## config.mk

```make
export PLATFORM = sky130hd
export DESIGN_NAME = spi_cmd_sequencer
export DESIGN_NICKNAME = d
export VERILOG_FILES = /design/src/rtl/spi_seq_pkg.sv /design/src/rtl/sync_fifo.sv /design/src/rtl/spi_cmd_sequencer.sv
export SDC_FILE = /design/constraint.sdc
export NUM_CORES = 1
export LEC_CHECK = 0
export CAP_MARGIN = 10
export CORE_ASPECT_RATIO = 0.9
export CORE_UTILIZATION = 35
export DETAILED_ROUTE_END_ITERATION = 10
export PLACE_DENSITY = 0.63
export SYNTH_ARGS = -nofsm -noshare
export SYNTH_HDL_FRONTEND = slang
export SYNTH_HIERARCHICAL = 1
export SYNTH_SLANG_ARGS = --single-unit
```

## constraint.sdc

```tcl
create_clock -name clk -period 11.49 [get_ports clk]
set_input_delay 3.447 -clock clk [delete_from_list [all_inputs] [get_ports clk]]
set_output_delay 3.447 -clock clk [all_outputs]
set_load 0.05 [all_outputs]
```

## src/rtl/spi_seq_pkg.sv

```systemverilog
// ---------------------------------------------------------------------------
// spi_seq_pkg
// Shared definitions for the SPI command sequencer:
//   - seq_state_t   : sequencer FSM state encoding
//   - cmd_width()   : width of one queued command record {chan, data, rd}
//   - onehot_decode : channel index -> one-hot chip-select request
// No ports (package).
// ---------------------------------------------------------------------------
package spi_seq_pkg;

    // Upper bound on chip selects the one-hot decoder can produce.
    localparam int MAX_CHANNEL = 256;

    typedef enum logic [2:0] {
        ST_IDLE    = 3'd0,
        ST_REQ     = 3'd1,
        ST_CS_LOW  = 3'd2,
        ST_CS_HIGH = 3'd3,
        ST_RSP     = 3'd4,
        ST_GAP     = 3'd5
    } seq_state_t;

    // Command record is {channel index, data word, read flag}.
    function automatic int cmd_width(input int chan_w, input int reg_w);
        return chan_w + reg_w + 1;
    endfunction

    // Callers size-cast the result down to their own channel count.
    function automatic logic [MAX_CHANNEL-1:0] onehot_decode(input logic [7:0] idx);
        logic [MAX_CHANNEL-1:0] vec;
        vec = MAX_CHANNEL'(1) << idx;
        return vec;
    endfunction

endpackage

```

## src/rtl/sync_fifo.sv

```systemverilog
// ---------------------------------------------------------------------------
// sync_fifo
// Single-clock FIFO with full/empty flags and same-cycle push/pop.
// Ports:
//   clk, rst        clock, asynchronous active-high reset
//   push, din       write strobe and data (ignored when full unless popping)
//   pop, dout       read strobe and head data (dout shows din when empty)
//   full, empty     occupancy flags
// ---------------------------------------------------------------------------
module sync_fifo #(
    parameter int WIDTH = 8,
    parameter int DEPTH = 8
) (
    input  logic             clk,
    input  logic             rst,
    input  logic             push,
    input  logic [WIDTH-1:0] din,
    input  logic             pop,
    output logic [WIDTH-1:0] dout,
    output logic             full,
    output logic             empty
);

    localparam int AW = $clog2(DEPTH);

    logic [WIDTH-1:0] mem [DEPTH];
    logic [AW-1:0]    wr_ptr;
    logic [AW-1:0]    rd_ptr;
    logic [AW:0]      count;
    logic             bypass;
    logic             do_write;
    logic             do_read;

    assign full  = (count == (AW+1)'(DEPTH));
    assign empty = (count == '0);
    // When empty the incoming word is presented directly so a simultaneous
    // push/pop passes straight through without touching storage.
    assign dout  = empty ? din : mem[rd_ptr];

    // Decide which side actually moves this cycle; at full a pop frees the
    // slot being written, at empty a push/pop pair is a pure pass-through.
    always_comb begin
        bypass   = push && pop && empty;
        do_write = push && (!full || pop) && !bypass;
        do_read  = pop && !empty;
    end

    // Storage array, no reset needed on the data itself.
    always_ff @(posedge clk) begin
        if (do_write) begin
            mem[wr_ptr] <= din;
        end
    end

    // Pointers and occupancy.
    always_ff @(posedge clk or posedge rst) begin
        if (rst) begin
            wr_ptr <= '0;
            rd_ptr <= '0;
            count  <= '0;
        end else begin
            if (do_write) begin
                wr_ptr <= wr_ptr + 1'b1;
            end
            if (do_read) begin
                rd_ptr <= rd_ptr + 1'b1;
            end
            if (do_write && !do_read) begin
                count <= count + 1'b1;
            end else if (do_read && !do_write) begin
                count <= count - 1'b1;
            end
        end
    end

endmodule

```

## src/rtl/spi_cmd_sequencer.sv

```systemverilog
// ---------------------------------------------------------------------------
// spi_cmd_sequencer
// Buffers SPI commands and hands them one at a time to spi_master_core,
// watching the master's chip-select bus to find the end of each transfer and
// returning the captured MISO word on a valid/ready response port.
// Ports:
//   clk, rst                          clock, asynchronous active-high reset
//   cmd_valid/cmd_ready               command push handshake (ready = FIFO not full)
//   cmd_chan, cmd_data, cmd_rd        channel index, word to send, want response
//   rsp_valid/rsp_ready               response handshake
//   rsp_data, rsp_chan, rsp_tmo       captured word, channel, timeout flag
//   wr_valid/wr_ready                 request to / accept pulse from the master
//   wr_channel, data_in               one-hot chip-select request, word to send
//   data_out                          master's received word
//   spi_cs                            monitored active-low chip selects
//   busy                              FSM active or commands pending
// ---------------------------------------------------------------------------
module spi_cmd_sequencer #(
    parameter int CHANNEL    = 8,
    parameter int REG_WIDTH  = 16,
    parameter int FIFO_DEPTH = 8,
    parameter int CS_GAP     = 4,
    parameter int TIMEOUT    = 4096
) (
    input  logic                       clk,
    input  logic                       rst,
    input  logic                       cmd_valid,
    output logic                       cmd_ready,
    input  logic [$clog2(CHANNEL)-1:0] cmd_chan,
    input  logic [REG_WIDTH-1:0]       cmd_data,
    input  logic                       cmd_rd,
    output logic                       rsp_valid,
    input  logic                       rsp_ready,
    output logic [REG_WIDTH-1:0]       rsp_data,
    output logic [$clog2(CHANNEL)-1:0] rsp_chan,
    output logic                       rsp_tmo,
    output logic                       wr_valid,
    input  logic                       wr_ready,
    output logic [CHANNEL-1:0]         wr_channel,
    output logic [REG_WIDTH-1:0]       data_in,
    input  logic [REG_WIDTH-1:0]       data_out,
    input  logic [CHANNEL-1:0]         spi_cs,
    output logic                       busy
);

    import spi_seq_pkg::*;

    localparam int CW    = $clog2(CHANNEL);
    localparam int CMD_W = cmd_width(CW, REG_WIDTH);
    localparam int CNT_W = $clog2((TIMEOUT > CS_GAP) ? TIMEOUT : CS_GAP) + 1;

    localparam logic [CNT_W-1:0] TMO_LAST   = CNT_W'(TIMEOUT - 1);
    localparam logic [CNT_W-1:0] GAP_LAST   = CNT_W'(CS_GAP - 1);
    localparam logic [CW:0]      CHAN_LIMIT = (CW+1)'(CHANNEL);

    seq_state_t state;
    seq_state_t state_next;

    logic [CMD_W-1:0]     fifo_din;
    logic [CMD_W-1:0]     fifo_dout;
    logic                 fifo_full;
    logic                 fifo_empty;
    logic                 fifo_pop;

    logic [CW-1:0]        head_chan;
    logic [REG_WIDTH-1:0] head_data;
    logic                 head_rd;
    logic                 head_chan_ok;

    logic [CW-1:0]        hold_chan;
    logic [REG_WIDTH-1:0] hold_data;
    logic                 hold_rd;

    logic [CNT_W-1:0]     cnt;
    logic                 cnt_clear;
    logic                 load_hold;
    logic                 capture;
    logic                 timeout_hit;

    assign fifo_din  = {cmd_chan, cmd_data, cmd_rd};
    assign cmd_ready = !fifo_full;

    assign {head_chan, head_data, head_rd} = fifo_dout;
    // Indices past the last chip select are popped and silently dropped.
    assign head_chan_ok = ({1'b0, head_chan} < CHAN_LIMIT);

    assign busy = (state != ST_IDLE) || !fifo_empty;

    sync_fifo #(
        .WIDTH (CMD_W),
        .DEPTH (FIFO_DEPTH)
    ) u_cmd_fifo (
        .clk   (clk),
        .rst   (rst),
        .push  (cmd_valid),
        .din   (fifo_din),
        .pop   (fifo_pop),
        .dout  (fifo_dout),
        .full  (fifo_full),
        .empty (fifo_empty)
    );

    // State register.
    always_ff @(posedge clk or posedge rst) begin
        if (rst) begin
            state <= ST_IDLE;
        end else begin
            state <= state_next;
        end
    end

    // Next state, master-side outputs and datapath strobes. The shared counter
    // is cleared on entry to CS_LOW (timeout window spans CS_LOW and CS_HIGH)
    // and on entry to GAP. wr_valid is purely a function of REQ, so it drops
    // on the same edge that samples wr_ready and is never seen again by the
    // master for this command.
    always_comb begin
        state_next  = state;
        fifo_pop    = 1'b0;
        load_hold   = 1'b0;
        cnt_clear   = 1'b0;
        capture     = 1'b0;
        timeout_hit = 1'b0;
        wr_valid    = 1'b0;
        wr_channel  = '0;
        data_in     = '0;
        rsp_valid   = 1'b0;

        case (state)
            ST_IDLE: begin
                if (!fifo_empty) begin
                    fifo_pop = 1'b1;
                    if (head_chan_ok) begin
                        load_hold  = 1'b1;
                        state_next = ST_REQ;
                    end
                end
            end
            ST_REQ: begin
                wr_valid   = 1'b1;
                wr_channel = CHANNEL'(onehot_decode(8'(hold_chan)));
                data_in    = hold_data;
                if (wr_ready) begin
                    cnt_clear  = 1'b1;
                    state_next = ST_CS_LOW;
                end
            end
            ST_CS_LOW: begin
                if (cnt == TMO_LAST) begin
                    timeout_hit = 1'b1;
                    state_next  = ST_RSP;
                end else if (spi_cs != '1) begin
                    state_next = ST_CS_HIGH;
                end
            end
            ST_CS_HIGH: begin
                // A clean completion on the final timeout cycle still counts.
                if (spi_cs == '1) begin
                    capture = 1'b1;
                    if (hold_rd) begin
                        state_next = ST_RSP;
                    end else begin
                        cnt_clear  = 1'b1;
                        state_next = ST_GAP;
                    end
                end else if (cnt == TMO_LAST) begin
                    timeout_hit = 1'b1;
                    state_next  = ST_RSP;
                end
            end
            ST_RSP: begin
                rsp_valid = 1'b1;
                if (rsp_ready) begin
                    cnt_clear  = 1'b1;
                    state_next = ST_GAP;
                end
            end
            ST_GAP: begin
                if (cnt == GAP_LAST) begin
                    state_next = ST_IDLE;
                end
            end
            default: begin
                state_next = ST_IDLE;
            end
        endcase
    end

    // Gap / timeout counter.
    always_ff @(posedge clk or posedge rst) begin
        if (rst) begin
            cnt <= '0;
        end else if (cnt_clear) begin
            cnt <= '0;
        end else if (state == ST_CS_LOW || state == ST_CS_HIGH || state == ST_GAP) begin
            cnt <= cnt + 1'b1;
        end
    end

    // Holding registers keep the popped command stable for the whole transfer.
    always_ff @(posedge clk or posedge rst) begin
        if (rst) begin
            hold_chan <= '0;
            hold_data <= '0;
            hold_rd   <= 1'b0;
        end else if (load_hold) begin
            hold_chan <= head_chan;
            hold_data <= head_data;
            hold_rd   <= head_rd;
        end
    end

    // Response registers; a timeout reports a zero word with the flag set.
    always_ff @(posedge clk or posedge rst) begin
        if (rst) begin
            rsp_data <= '0;
            rsp_chan <= '0;
            rsp_tmo  <= 1'b0;
        end else if (capture) begin
            rsp_data <= data_out;
            rsp_chan <= hold_chan;
            rsp_tmo  <= 1'b0;
        end else if (timeout_hit) begin
            rsp_data <= '0;
            rsp_chan <= hold_chan;
            rsp_tmo  <= 1'b1;
        end
    end

endmodule

```

== Word level (Yosys, flattened, before mapping) ==
Memories as Yosys holds them, arrays and structs flattened. A register that Yosys moved wholly into a read port is not among the register bits.
Cells that the tools add are included.

* Equal/unequal tests: 16
* Mux-type cells: 38
* Reductions and logical operators: 23
* Add/sub/neg operators: 5
* Shift operators: 1

{| class="wikitable"
|+ Operators with widths
! operator !! count
|-
| 2-to-1 mux 16 bit || 3
|-
| 2-to-1 mux 3 bit || 10
|-
| 2-to-1 mux 13 bit || 2
|-
| case mux 3 bit (6 select lines) || 1
|-
| 2-to-1 mux 1 bit || 17
|-
| adder 13 x 1 -> 13 bit (second input constant) || 1
|-
| == test 13 x 12 -> 1 bit (second input constant) || 1
|-
| == test 13 x 2 -> 1 bit (second input constant) || 1
|-
| == test 8 bit (second input constant) || 1
|-
| 2-to-1 mux 4 bit || 2
|-
| 2-to-1 mux 8 bit || 1
|-
| != test 2 bit (second input constant) || 4
|-
| != test 8 bit (second input constant) || 1
|-
| left shift 1 x 3 -> 8 bit (first input constant) || 1
|-
| logical AND 1 bit || 7
|-
| adder 3 x 1 -> 3 bit (second input constant) || 2
|-
| == test 3 x 2 -> 1 bit (second input constant) || 2
|-
| == test 3 bit (second input constant) || 2
|-
| != test 3 bit (second input constant) || 2
|-
| AND reduction 6 bit || 1
|-
| nonzero test 2 bit || 3
|-
| logical NOT 1 bit || 5
|-
| adder 4 x 1 -> 4 bit (second input constant) || 1
|-
| == test 4 bit (second input constant) || 1
|-
| other kinds (8) || 11
|}

* Bits in writable memories: 160
* Memories: 1
* Logic and storage cells: 92
* Bits of input ports: 49
* Register bits: 46
* Output and inout port bits: 48

{| class="wikitable"
|+ Memories
! memory !! words !! bits a word !! rd ports !! clocked after memory_dff !! write ports !! RTL line !! text
|-
| u_cmd_fifo.mem || 8 || 20 || 1 || 1 || 1 || sync_fifo.sv:26 || <nowiki>logic [WIDTH-1:0] mem [DEPTH];</nowiki>
|}

== Depth between registers and ports, before layout ==
Gate-level depths: netlist of run 1.

* Depth after elaboration: 11
* Gate-level depth with buffers: 14
* Mapped depth without buffers: 12

== Hierarchy ==
Netlist of run 1, hierarchy kept.

{| class="wikitable"
|+ By module, submodules not included
! module !! instances !! area an instance (µm²) !! cells each !! seq. area each (µm²)
|-
| sync_fifo || 1 || 6976.7 || 408 || 5054.8
|-
| spi_cmd_sequencer || 1 || 2706.3 || 242 || 1401.3
|}

== Least setup slack after synthesis of run 1 ==
Ideal clock, no wire load.

* Path type: register to output
* Start: register state[1]
* End: output port wr_channel[0]
* Setup slack: 5.747 ns
* Data required time: 8.043 ns
* Arrival time: 2.296 ns
* Path buffers: 1
* Stages on the path, launching flop included: 5
* Path through: dfrtp_1 clkbuf_1 nor2_1 nand2_1 nor4_1

* Word-level cells in the longest chain between the ends: 2

{| class="wikitable"
|+ Ends and longest elaborated chain
! element !! RTL line !! text
|-
| from (decl) || spi_cmd_sequencer.sv:56 || <nowiki>seq_state_t state;</nowiki>
|-
| from (signal assigned) || spi_cmd_sequencer.sv:108 || <nowiki>state <= state_next;</nowiki>
|-
| == test 3 x 1 -> 1 bit || spi_cmd_sequencer.sv:129 || <nowiki>case (state)</nowiki>
|-
| 2-to-1 mux 8 bit || spi_cmd_sequencer.sv:129 ||
|-
| to (decl) || spi_cmd_sequencer.sv:39 || <nowiki>output logic [CHANNEL-1:0] wr_channel,</nowiki>
|}

Every way passes these cells.

== Final worst setup path of run 1 ==
* Start: register state[0]
* End: output port wr_channel[1]

Same word-level chain as after synthesis.

==> results of run 1 <==
==> Yosys cell counts, types with 7 or more instances <==
cell type and n:
dfrtp_1 66, nand2_1 42, a21oi_1 9, a22oi_1 16
clkbuf_1 16, nor3_1 9, nor2_1 23, edfxtp_1 160
nand2b_1 8, mux2i_1 41, and2_1 16, buf_2 8
a22o_1 16, o21ai_0 7, xnor2_1 11, inv_1 11
mux2_2 63, o21ai_1 20, o221ai_1 16
==> metrics by stage <==
step | utilization | instance area [um^2] | hold slack, ps | power (W) | setup slack (ps)
floorplan | - | 9680 | 472 | 0.00174 | 5750
global placement | 0.407 | 11000 | 475 | 0.00195 | 5030
detailed placement | 0.407 | 11000 | 484 | 0.00196 | 4970
CTS | 0.436 | 11800 | 501 | 0.00274 | 4420
global route | 0.436 | 11800 | 517 | 0.00285 | 4280
finish | 0.436 | 11800 | 495 | 0.00271 | 4510
==> worst max path at each step <==
stage	end	cells past startpoint
after floorplan	wr_channel[0]	4
after global placement	wr_channel[1]	7
after detailed placement	wr_channel[1]	7
after CTS	wr_channel[1]	7
after global routing	wr_channel[1]	7
final	wr_channel[1]	7
==> power breakdown <==
part           switching (W)  total (W)  internal [W]  leakage [nW]
registers           0.000109    0.00115       0.00104          2.29
logic               0.000444   0.000788      0.000344          1.53
clock network       0.000301   0.000778      0.000477         0.391
total               0.000854    0.00271       0.00186          4.21
==> area by class of cell <==
class                      count  area (um^2)
multi-input combinational    379         3000
clock inverter                12          136
sequential                   226         6460
timing repair buffer         111         1070
clock buffer                  32          672
tap                          354          443
fill                        2448        15300
inverter                      12         45.0
==> kinds of logic (layout without fill, tap and decap cells) <==
group           Yosys count  in the layout  synth area share
xor+xnor                 14             14            0.0127
flops                   226            226             0.667
buf+inv                  45            167            0.0269
fa+ha+maj                 7              7           0.00982
mux                     106            106             0.118
simple gates            138            138            0.0790
compound gates          114            114            0.0870
==> registers in the layout (all words and copies together), names as in the netlist <==
register,count
u_cmd_fifo/mem,160
hold_data,16
rsp_data,16
cnt,13
u_cmd_fifo/count,4
hold_chan,3
rsp_chan,3
state,3
u_cmd_fifo/rd_ptr,3
u_cmd_fifo/wr_ptr,3
hold_rd,1
rsp_tmo,1
==> layer usage <==
layer | track usage | up-vias | part of all wire
met5 | 0 | - | 0
met1 | 0.202 | 2838 | 0.47
li1 | - | 2716 | -
met2 | 0.230 | 118 | 0.48
met4 | 0.0455 | 0 | 0.024
met3 | 0.0221 | 39 | 0.034
==> worst max-delay path: stages, from the launching register on <==
cell,delay [ps]
dfrtp_1,570
inv_1,170
nor2_1,200
nand2_1,150
inv_1,680
nand2_1,230
nor3_1,200
clkdlybuf4s50_1,830
==> impl_metrics.env, run 1 <==
export IMPL_clock_sinks=226
export IMPL_peakVddDrop_mv=0.122
export IMPL_synthCells=650
export IMPL_grt_pass1_wl_um=31700
export IMPL_period_share=0.608
export IMPL_r2r_end="u_cmd_fifo/count[3]"
export IMPL_slew_headroom=0.254
export IMPL_layout_common_cells="edfxtp_1 (160), clkdlybuf4s50_1 (96), dfrtp_1 (65), mux2_2 (63), nand2_1 (42)"
export IMPL_drt_initial_drc_count=342
export IMPL_avgSynthCellArea_um2=14.9
export IMPL_startpoint="state[0]"
export IMPL_min_period_ps=6980
export IMPL_drc_errors=0
export IMPL_drt_total_wl_um=20100
export IMPL_rows=57
export IMPL_ant_nets=0
export IMPL_cts_buffer_depth=3
export IMPL_cts_buffers_inserted=24
export IMPL_required_ps=8040
export IMPL_pin_count=97
export IMPL_dpl_cell_count=1082
export IMPL_outcome="completed"
export IMPL_antenna_found_initial=0
export IMPL_synth_warning_count=6
export IMPL_synth_ff_type="edfxtp_1"
export IMPL_grt_pass1_vias=5667
export IMPL_die_area_mm2=0.0283
export IMPL_worstSetupEndpointType="output pin"
export IMPL_synth_area_leaders="edfxtp_1 (50%), dfrtp_1 (17%), mux2_2 (7.3%)"
export IMPL_leakage_nw=4.21
export IMPL_yosysTopAreaCellShare=0.496
export IMPL_skew_ps=8.93
export IMPL_worst_slew_pin_transition_ps=1120
export IMPL_fin_nets=810
export IMPL_antennaDiodeCount=0
export IMPL_yosysSeqAreaShare=0.667
export IMPL_grt_max_degree=65
export IMPL_crit_path_start_kind="flip-flop"
export IMPL_synth_nets=706
export IMPL_synth_distinct_cells=60
export IMPL_min_from="rsp_chan[2]"
export IMPL_fin_setup_tns_ps=0
export IMPL_clk_pin_slew_worst_paths_ps=60
export IMPL_arrival_ps=3530
export IMPL_rsz0062_at_grt="no"
export IMPL_final_common_cell="edfxtp_1"
export IMPL_finalHoldViolCount=0
export IMPL_htreeDepth=1
export IMPL_clock_fmax_ghz=0.143
export IMPL_cts_resized=0
export IMPL_root_buffer="clkbuf_16"
export IMPL_ff2ff_setup_slack_ps=7540
export IMPL_drt_pass1_iter_count=4
export IMPL_drive_gt1_frac=0.179
export IMPL_wl_per_cell_um=17.9
export IMPL_syn_area_mm2=0.00968
export IMPL_core_mm2=0.0271
export IMPL_die_w_um=177
export IMPL_die_height_um=160
export IMPL_overflow=0
export IMPL_syn2layout_area_growth_pct=22.1
export IMPL_min_path_cells=1
export IMPL_drv_cap=0
export IMPL_cts_tree="built"
export IMPL_crit_path_max_fanout=18
export IMPL_worstHoldPathType="reg -> reg"
export IMPL_clk_latency_ps=510
export IMPL_postCtsSetupBuffers=0
export IMPL_r2r_start="u_cmd_fifo/count[0]"
export IMPL_final_cell_count_no_fill=1126
export IMPL_ys_seq_elements=226
export IMPL_vias=5711
export IMPL_final_max_slew_viol_count=0
export IMPL_start_util=0.357
export IMPL_r2r_cells=13
export IMPL_globalplace_congestion=0.841
export IMPL_ys_async_sr_fraction=0.292
export IMPL_hold_end="rsp_chan[2]"
export IMPL_pwr_density_cell_mw_per_mm2=229
export IMPL_setup_viol=0
export IMPL_yosysTopAreaCell="edfxtp_1"
export IMPL_port_buffers=96
export IMPL_grt_usage=0.144
export IMPL_routed_via_density=5.07
export IMPL_critPathKind="reg -> out"
export IMPL_hpwl_um=12000
export IMPL_cts_hold_buf=0
export IMPL_synth_enable_flop_cells=160
Note: power is estimated with default switching activity, not from simulation.
==> run 2, diff against run 1 <==
==> constraint.sdc (replaced) <==
create_clock -name clk -period 7.13 [get_ports clk]
set_input_delay 2.139 -clock clk [delete_from_list [all_inputs] [get_ports clk]]
set_output_delay 2.139 -clock clk [all_outputs]
set_load 0.05 [all_outputs]
==> impl_metrics.env, run 2 (synthesized netlist as in run 1, its figures left out) <==
export IMPL_outcome="completed"
export IMPL_antenna_found_initial=0
export IMPL_drive_gt1_frac=0.177
export IMPL_fin_nets=811
export IMPL_postCtsSetupBuffers=0
export IMPL_fin_area_mm2=0.0118
export IMPL_ff2ff_setup_slack_ps=3160
export IMPL_r2r_start="u_cmd_fifo/count[0]"
export IMPL_setup_viol=0
export IMPL_peakVddDrop_mv=0.258
export IMPL_clock_sinks=226
export IMPL_critPathSlowestCell="clkdlybuf4s50_1"
export IMPL_min_from="rsp_data[10]"
export IMPL_required_ps=4990
export IMPL_overflow=0
export IMPL_pwr_density_cell_mw_per_mm2=370
export IMPL_syn2layout_area_growth_pct=22.1
export IMPL_cts_tree="built"
export IMPL_largest_reg_flops=160
export IMPL_skew_ps=20.0
export IMPL_finalHoldViolCount=0
export IMPL_rsz0062_at_grt="no"
export IMPL_hold_end="rsp_data[10]"
export IMPL_crit_path_max_fanout=18
export IMPL_vias=5662
export IMPL_ant_nets=0
export IMPL_cts_hold_buf=0
export IMPL_fin_util=0.436
export IMPL_fin_setup_tns_ps=0
export IMPL_dr_wl_met2_um=9700
export IMPL_top_layer="met4"
export IMPL_drv_cap=0
export IMPL_crit_path_start_kind="flip-flop"
export IMPL_grt_max_degree=65
export IMPL_cts_buffer_depth=3
export IMPL_reg_largest_list="u_cmd_fifo/mem (160), hold_data (16), rsp_data (16)"
export IMPL_period_share=0.795
export IMPL_hpwl_um=12100
export IMPL_root_buffer="clkbuf_16"
export IMPL_arrival_ps=3530
export IMPL_cts_resized=0
export IMPL_final_max_slew_viol_count=0
export IMPL_drc_errors=0
export IMPL_htreeDepth=1
export IMPL_fillCellCount=2459
export IMPL_port_buffers=96
export IMPL_min_path_cells=1
export IMPL_critPathKind="reg -> out"
export IMPL_grt_usage=0.147
export IMPL_path_cells="inv_1 -> nor2_1 -> nand2_1 -> inv_1 -> nand2_1 -> nor2_1 -> clkdlybuf4s50_1"
export IMPL_grt_pass1_vias=5752
export IMPL_leakage_nw=4.21
export IMPL_final_cell_count_no_fill=1127
export IMPL_wl_per_cell_um=18.1
export IMPL_start_util=0.357
export IMPL_worstSetupEndpointType="output pin"
export IMPL_drt_pass1_iter_count=4
export IMPL_total_power_w=0.00437
export IMPL_grt_pass1_wl_um=32300
export IMPL_min_period_ps=5670
export IMPL_cts_buffers_inserted=25
export IMPL_clk_pin_slew_worst_paths_ps=60
export IMPL_worst_slew_pin_transition_ps=1090
export IMPL_wl_met3_um=743
export IMPL_die_area_mm2=0.0283
export IMPL_drt_initial_drc_count=354
export IMPL_core_mm2=0.0271
export IMPL_r2r_cells=13
export IMPL_routed_via_density=5.02
export IMPL_antennaDiodeCount=0
export IMPL_layout_common_cells="edfxtp_1 (160), clkdlybuf4s50_1 (96), dfrtp_1 (65), mux2_2 (63), nand2_1 (42)"
export IMPL_top_register="u_cmd_fifo/mem"
export IMPL_rows=57
export IMPL_dpl_cell_count=1082
export IMPL_worst_path_largest_cell_delay_ps=860
export IMPL_clk_latency_ps=520
export IMPL_slew_headroom=0.273
export IMPL_die_height_um=160
export IMPL_pin_count=97
export IMPL_drt_total_wl_um=20400
export IMPL_wl_met1_um=9600
export IMPL_globalplace_congestion=0.841
export IMPL_die_w_um=177
export IMPL_final_common_cell="edfxtp_1"
export IMPL_r2r_end="u_cmd_fifo/count[3]"
export IMPL_place_area_mm2=0.0110
export IMPL_clock_fmax_ghz=0.176
export IMPL_worstHoldPathType="reg -> reg"
## run 2: changes by cell type in the layout (fill, tap and decap cells not counted)
cell | previous run | this run
clkbuf_1 | 5 | 7
clkbuf_8 | 2 | 0
clkinv_4 | 0 | 1
clkinvlp_4 | 2 | 0
inv_6 | 0 | 2
## run 2: layout make-up
type,count,area [um^2],area share
multi-input combinational,379,3000,0.254
tap,354,443,0.0375
clock inverter,13,148,0.0125
sequential,226,6460,0.547
clock buffer,32,652,0.0552
timing repair buffer,111,1070,0.0908
inverter,12,45.0,0.00381
## run 2: critical path: cells and delay by family, from the launching register on
family	cells	cell delay [ps]
buffers and inverters	3	1690
flip-flops	1	560
AND/OR/NAND/NOR	4	760
## run 2: how the worst max path moves through the flow
stage                        start            end  slack, ps  cells past startpoint
after floorplan           state[1]  wr_channel[0]       2690                      4
after global placement    state[0]  wr_channel[1]       1980                      7
after detailed placement  state[0]  wr_channel[1]       1910                      7
after CTS                 state[0]  wr_channel[1]       1370                      7
after global routing      state[0]  wr_channel[3]       1150                      7
final                     state[0]  wr_channel[3]       1460                      7
## run 2: power by group
part	total, W	internal (W)	switching, W
Sequential	0.00184	0.00167	0.000175
Clock	0.00126	0.000756	0.000501
Combinational	0.00127	0.000553	0.000717
Total	0.00437	0.00298	0.00139
## run 2: metal layers
layer / track usage / vias up
met1: 0.206 / 2831
met2: 0.239 / 95
li1: - / 2711
met5: 0 / -
met4: 0.0365 / 0
met3: 0.0236 / 25
## run 2: per-stage QoR
stage / hold WS [ps] / setup slack, ps
6_report: 494 / 1460
5_1_grt: 516 / 1150
4_1_cts: 499 / 1370
3_5_place_dp: 482 / 1910
3_3_place_gp: 475 / 1980
2_1_floorplan: 472 / 2690
==> run 3, diff against run 2 <==
==> constraint.sdc (replaced) <==
create_clock -name clk -period 5.35 [get_ports clk]
set_input_delay 1.605 -clock clk [delete_from_list [all_inputs] [get_ports clk]]
set_output_delay 1.605 -clock clk [all_outputs]
set_load 0.05 [all_outputs]
==> impl_metrics.env, run 3 (synthesized netlist as in run 1, its figures left out) <==
export IMPL_outcome="completed"
export IMPL_clk_latency_ps=520
export IMPL_setup_viol=0
export IMPL_worst_slew_pin_transition_ps=1010
export IMPL_largest_reg_flops=160
export IMPL_fin_nets=814
export IMPL_arrival_ps=3250
export IMPL_crit_path_max_fanout=13
export IMPL_grt_max_degree=46
export IMPL_core_mm2=0.0271
export IMPL_peakVddDrop_mv=0.355
export IMPL_place_ws_ps=1000
export IMPL_required_ps=3740
export IMPL_globalplace_congestion=0.811
export IMPL_start_util=0.357
export IMPL_clock_sinks=226
export IMPL_worstSetupEndpointType="output pin"
export IMPL_rows=57
export IMPL_rsz0062_at_grt="no"
export IMPL_leakage_nw=4.22
export IMPL_drive_gt1_frac=0.184
export IMPL_finalHoldViolCount=0
export IMPL_final_common_cell="edfxtp_1"
export IMPL_die_w_um=177
export IMPL_fin_setup_tns_ps=0
export IMPL_postCtsSetupBuffers=0
export IMPL_worstHoldPathType="reg -> reg"
export IMPL_overflow=0
export IMPL_grt_usage=0.149
export IMPL_wl_per_cell_um=18.4
export IMPL_cts_hold_buf=0
export IMPL_htreeDepth=1
export IMPL_antenna_found_initial=1
export IMPL_slew_headroom=0.323
export IMPL_critPathKind="reg -> out"
export IMPL_die_area_mm2=0.0283
export IMPL_hpwl_um=12800
export IMPL_drv_cap=0
export IMPL_vias=5717
export IMPL_syn2layout_area_growth_pct=22.2
export IMPL_cts_buffer_depth=3
export IMPL_cts_tree="built"
export IMPL_drt_pass1_iter_count=4
export IMPL_root_buffer="clkbuf_16"
export IMPL_place_area_mm2=0.0110
export IMPL_fin_area_mm2=0.0118
export IMPL_routed_via_density=5.05
export IMPL_port_buffers=96
export IMPL_clk_pin_slew_worst_paths_ps=60
export IMPL_grt_pass1_wl_um=32700
export IMPL_final_max_slew_viol_count=0
export IMPL_drt_initial_drc_count=375
export IMPL_crit_path_start_kind="flip-flop"
export IMPL_final_setup_worst_slack_ps=490
export IMPL_period_share=0.908
export IMPL_min_period_ps=4860
export IMPL_layout_common_cells="edfxtp_1 (160), clkdlybuf4s50_1 (96), dfrtp_1 (65), mux2_2 (63), nand2_1 (42)"
export IMPL_die_height_um=160
export IMPL_top_register="u_cmd_fifo/mem"
export IMPL_ant_nets=0
export IMPL_cts_buffers_inserted=25
export IMPL_drc_errors=0
export IMPL_reg_largest_list="u_cmd_fifo/mem (160), hold_data (16), rsp_data (16)"
export IMPL_clock_fmax_ghz=0.206
export IMPL_pin_count=97
export IMPL_pwr_density_cell_mw_per_mm2=488
export IMPL_skew_ps=15.3
export IMPL_drt_total_wl_um=20800
export IMPL_grt_pass1_vias=5704
export IMPL_cts_resized=0
[run 3: cell count changes in the layout (fill, tap and decap cells not counted), sizes merged]
cell and change:
buf +3, bufinv -2, clkbuf +2, clkinvlp +2, diode +1, inv -1
[run 3: final timing paths]
kind / start / end / slack (ps) / cells after the start
hold reg to reg: rsp_chan[0] / rsp_chan[0] / 490 / 1
min in group asynchronous: rst / u_cmd_fifo/wr_ptr[2] / 1440 / 2
setup reg to reg: u_cmd_fifo/count[0] / u_cmd_fifo/count[3] / 1590 / 12
setup / recovery: state[0] / data_in[14] / 490 / 7
max in group asynchronous: rst / cnt[7] / 2900 / 3
hold / removal: rsp_chan[0] / rsp_chan[0] / 490 / 1
[run 3: stage by stage]
| step | util | cells | hold WS (ps) | total power, W |
|---|---|---|---|---|
| 3_3_place_gp | 0.407 | 1085 | 473 | 0.00419 |
| 3_5_place_dp | 0.407 | 1085 | 481 | 0.00422 |
| 2_1_floorplan | - | 650 | 472 | 0.00374 |
| 4_1_cts | 0.436 | 1131 | 494 | 0.00584 |
| 5_1_grt | 0.436 | 1132 | 514 | 0.00608 |
| 6_report | 0.436 | 1132 | 490 | 0.00577 |
[run 3: layout make-up]
class | count | area [um^2]
Antenna cell | 1 | 2.50
Clock buffer | 34 | 689
Clock inverter | 12 | 95.1
Fill cell | 2469 | 15300
Inverter | 12 | 45.0
Multi-Input combinational cell | 379 | 3000
Sequential cell | 226 | 6460
Tap cell | 354 | 443
Timing Repair Buffer | 114 | 1100
[run 3: critical path: stages, from the launching register on]
cell	delay, ps
dfrtp_1	590
inv_1	180
nor2_1	200
nand2_1	150
inv_1	320
buf_4	280
and2_1	200
clkdlybuf4s50_1	810
[run 3: per-layer routing]
| layer | global-route usage | wire length [um] | vias to the layer above |
|---|---|---|---|
| met5 | 0 | 0 | - |
| met3 | 0.0219 | 878 | 26 |
| met1 | 0.212 | 9760 | 2849 |
| met2 | 0.239 | 9760 | 107 |
| met4 | 0.0354 | 402 | 0 |
| li1 | - | - | 2735 |
[run 3: power breakdown]
group          total [W]  switching (W)  internal [W]
Clock            0.00161       0.000662      0.000952
Combinational    0.00165       0.000913      0.000740
Sequential       0.00251       0.000281       0.00222
Total            0.00577        0.00186       0.00392
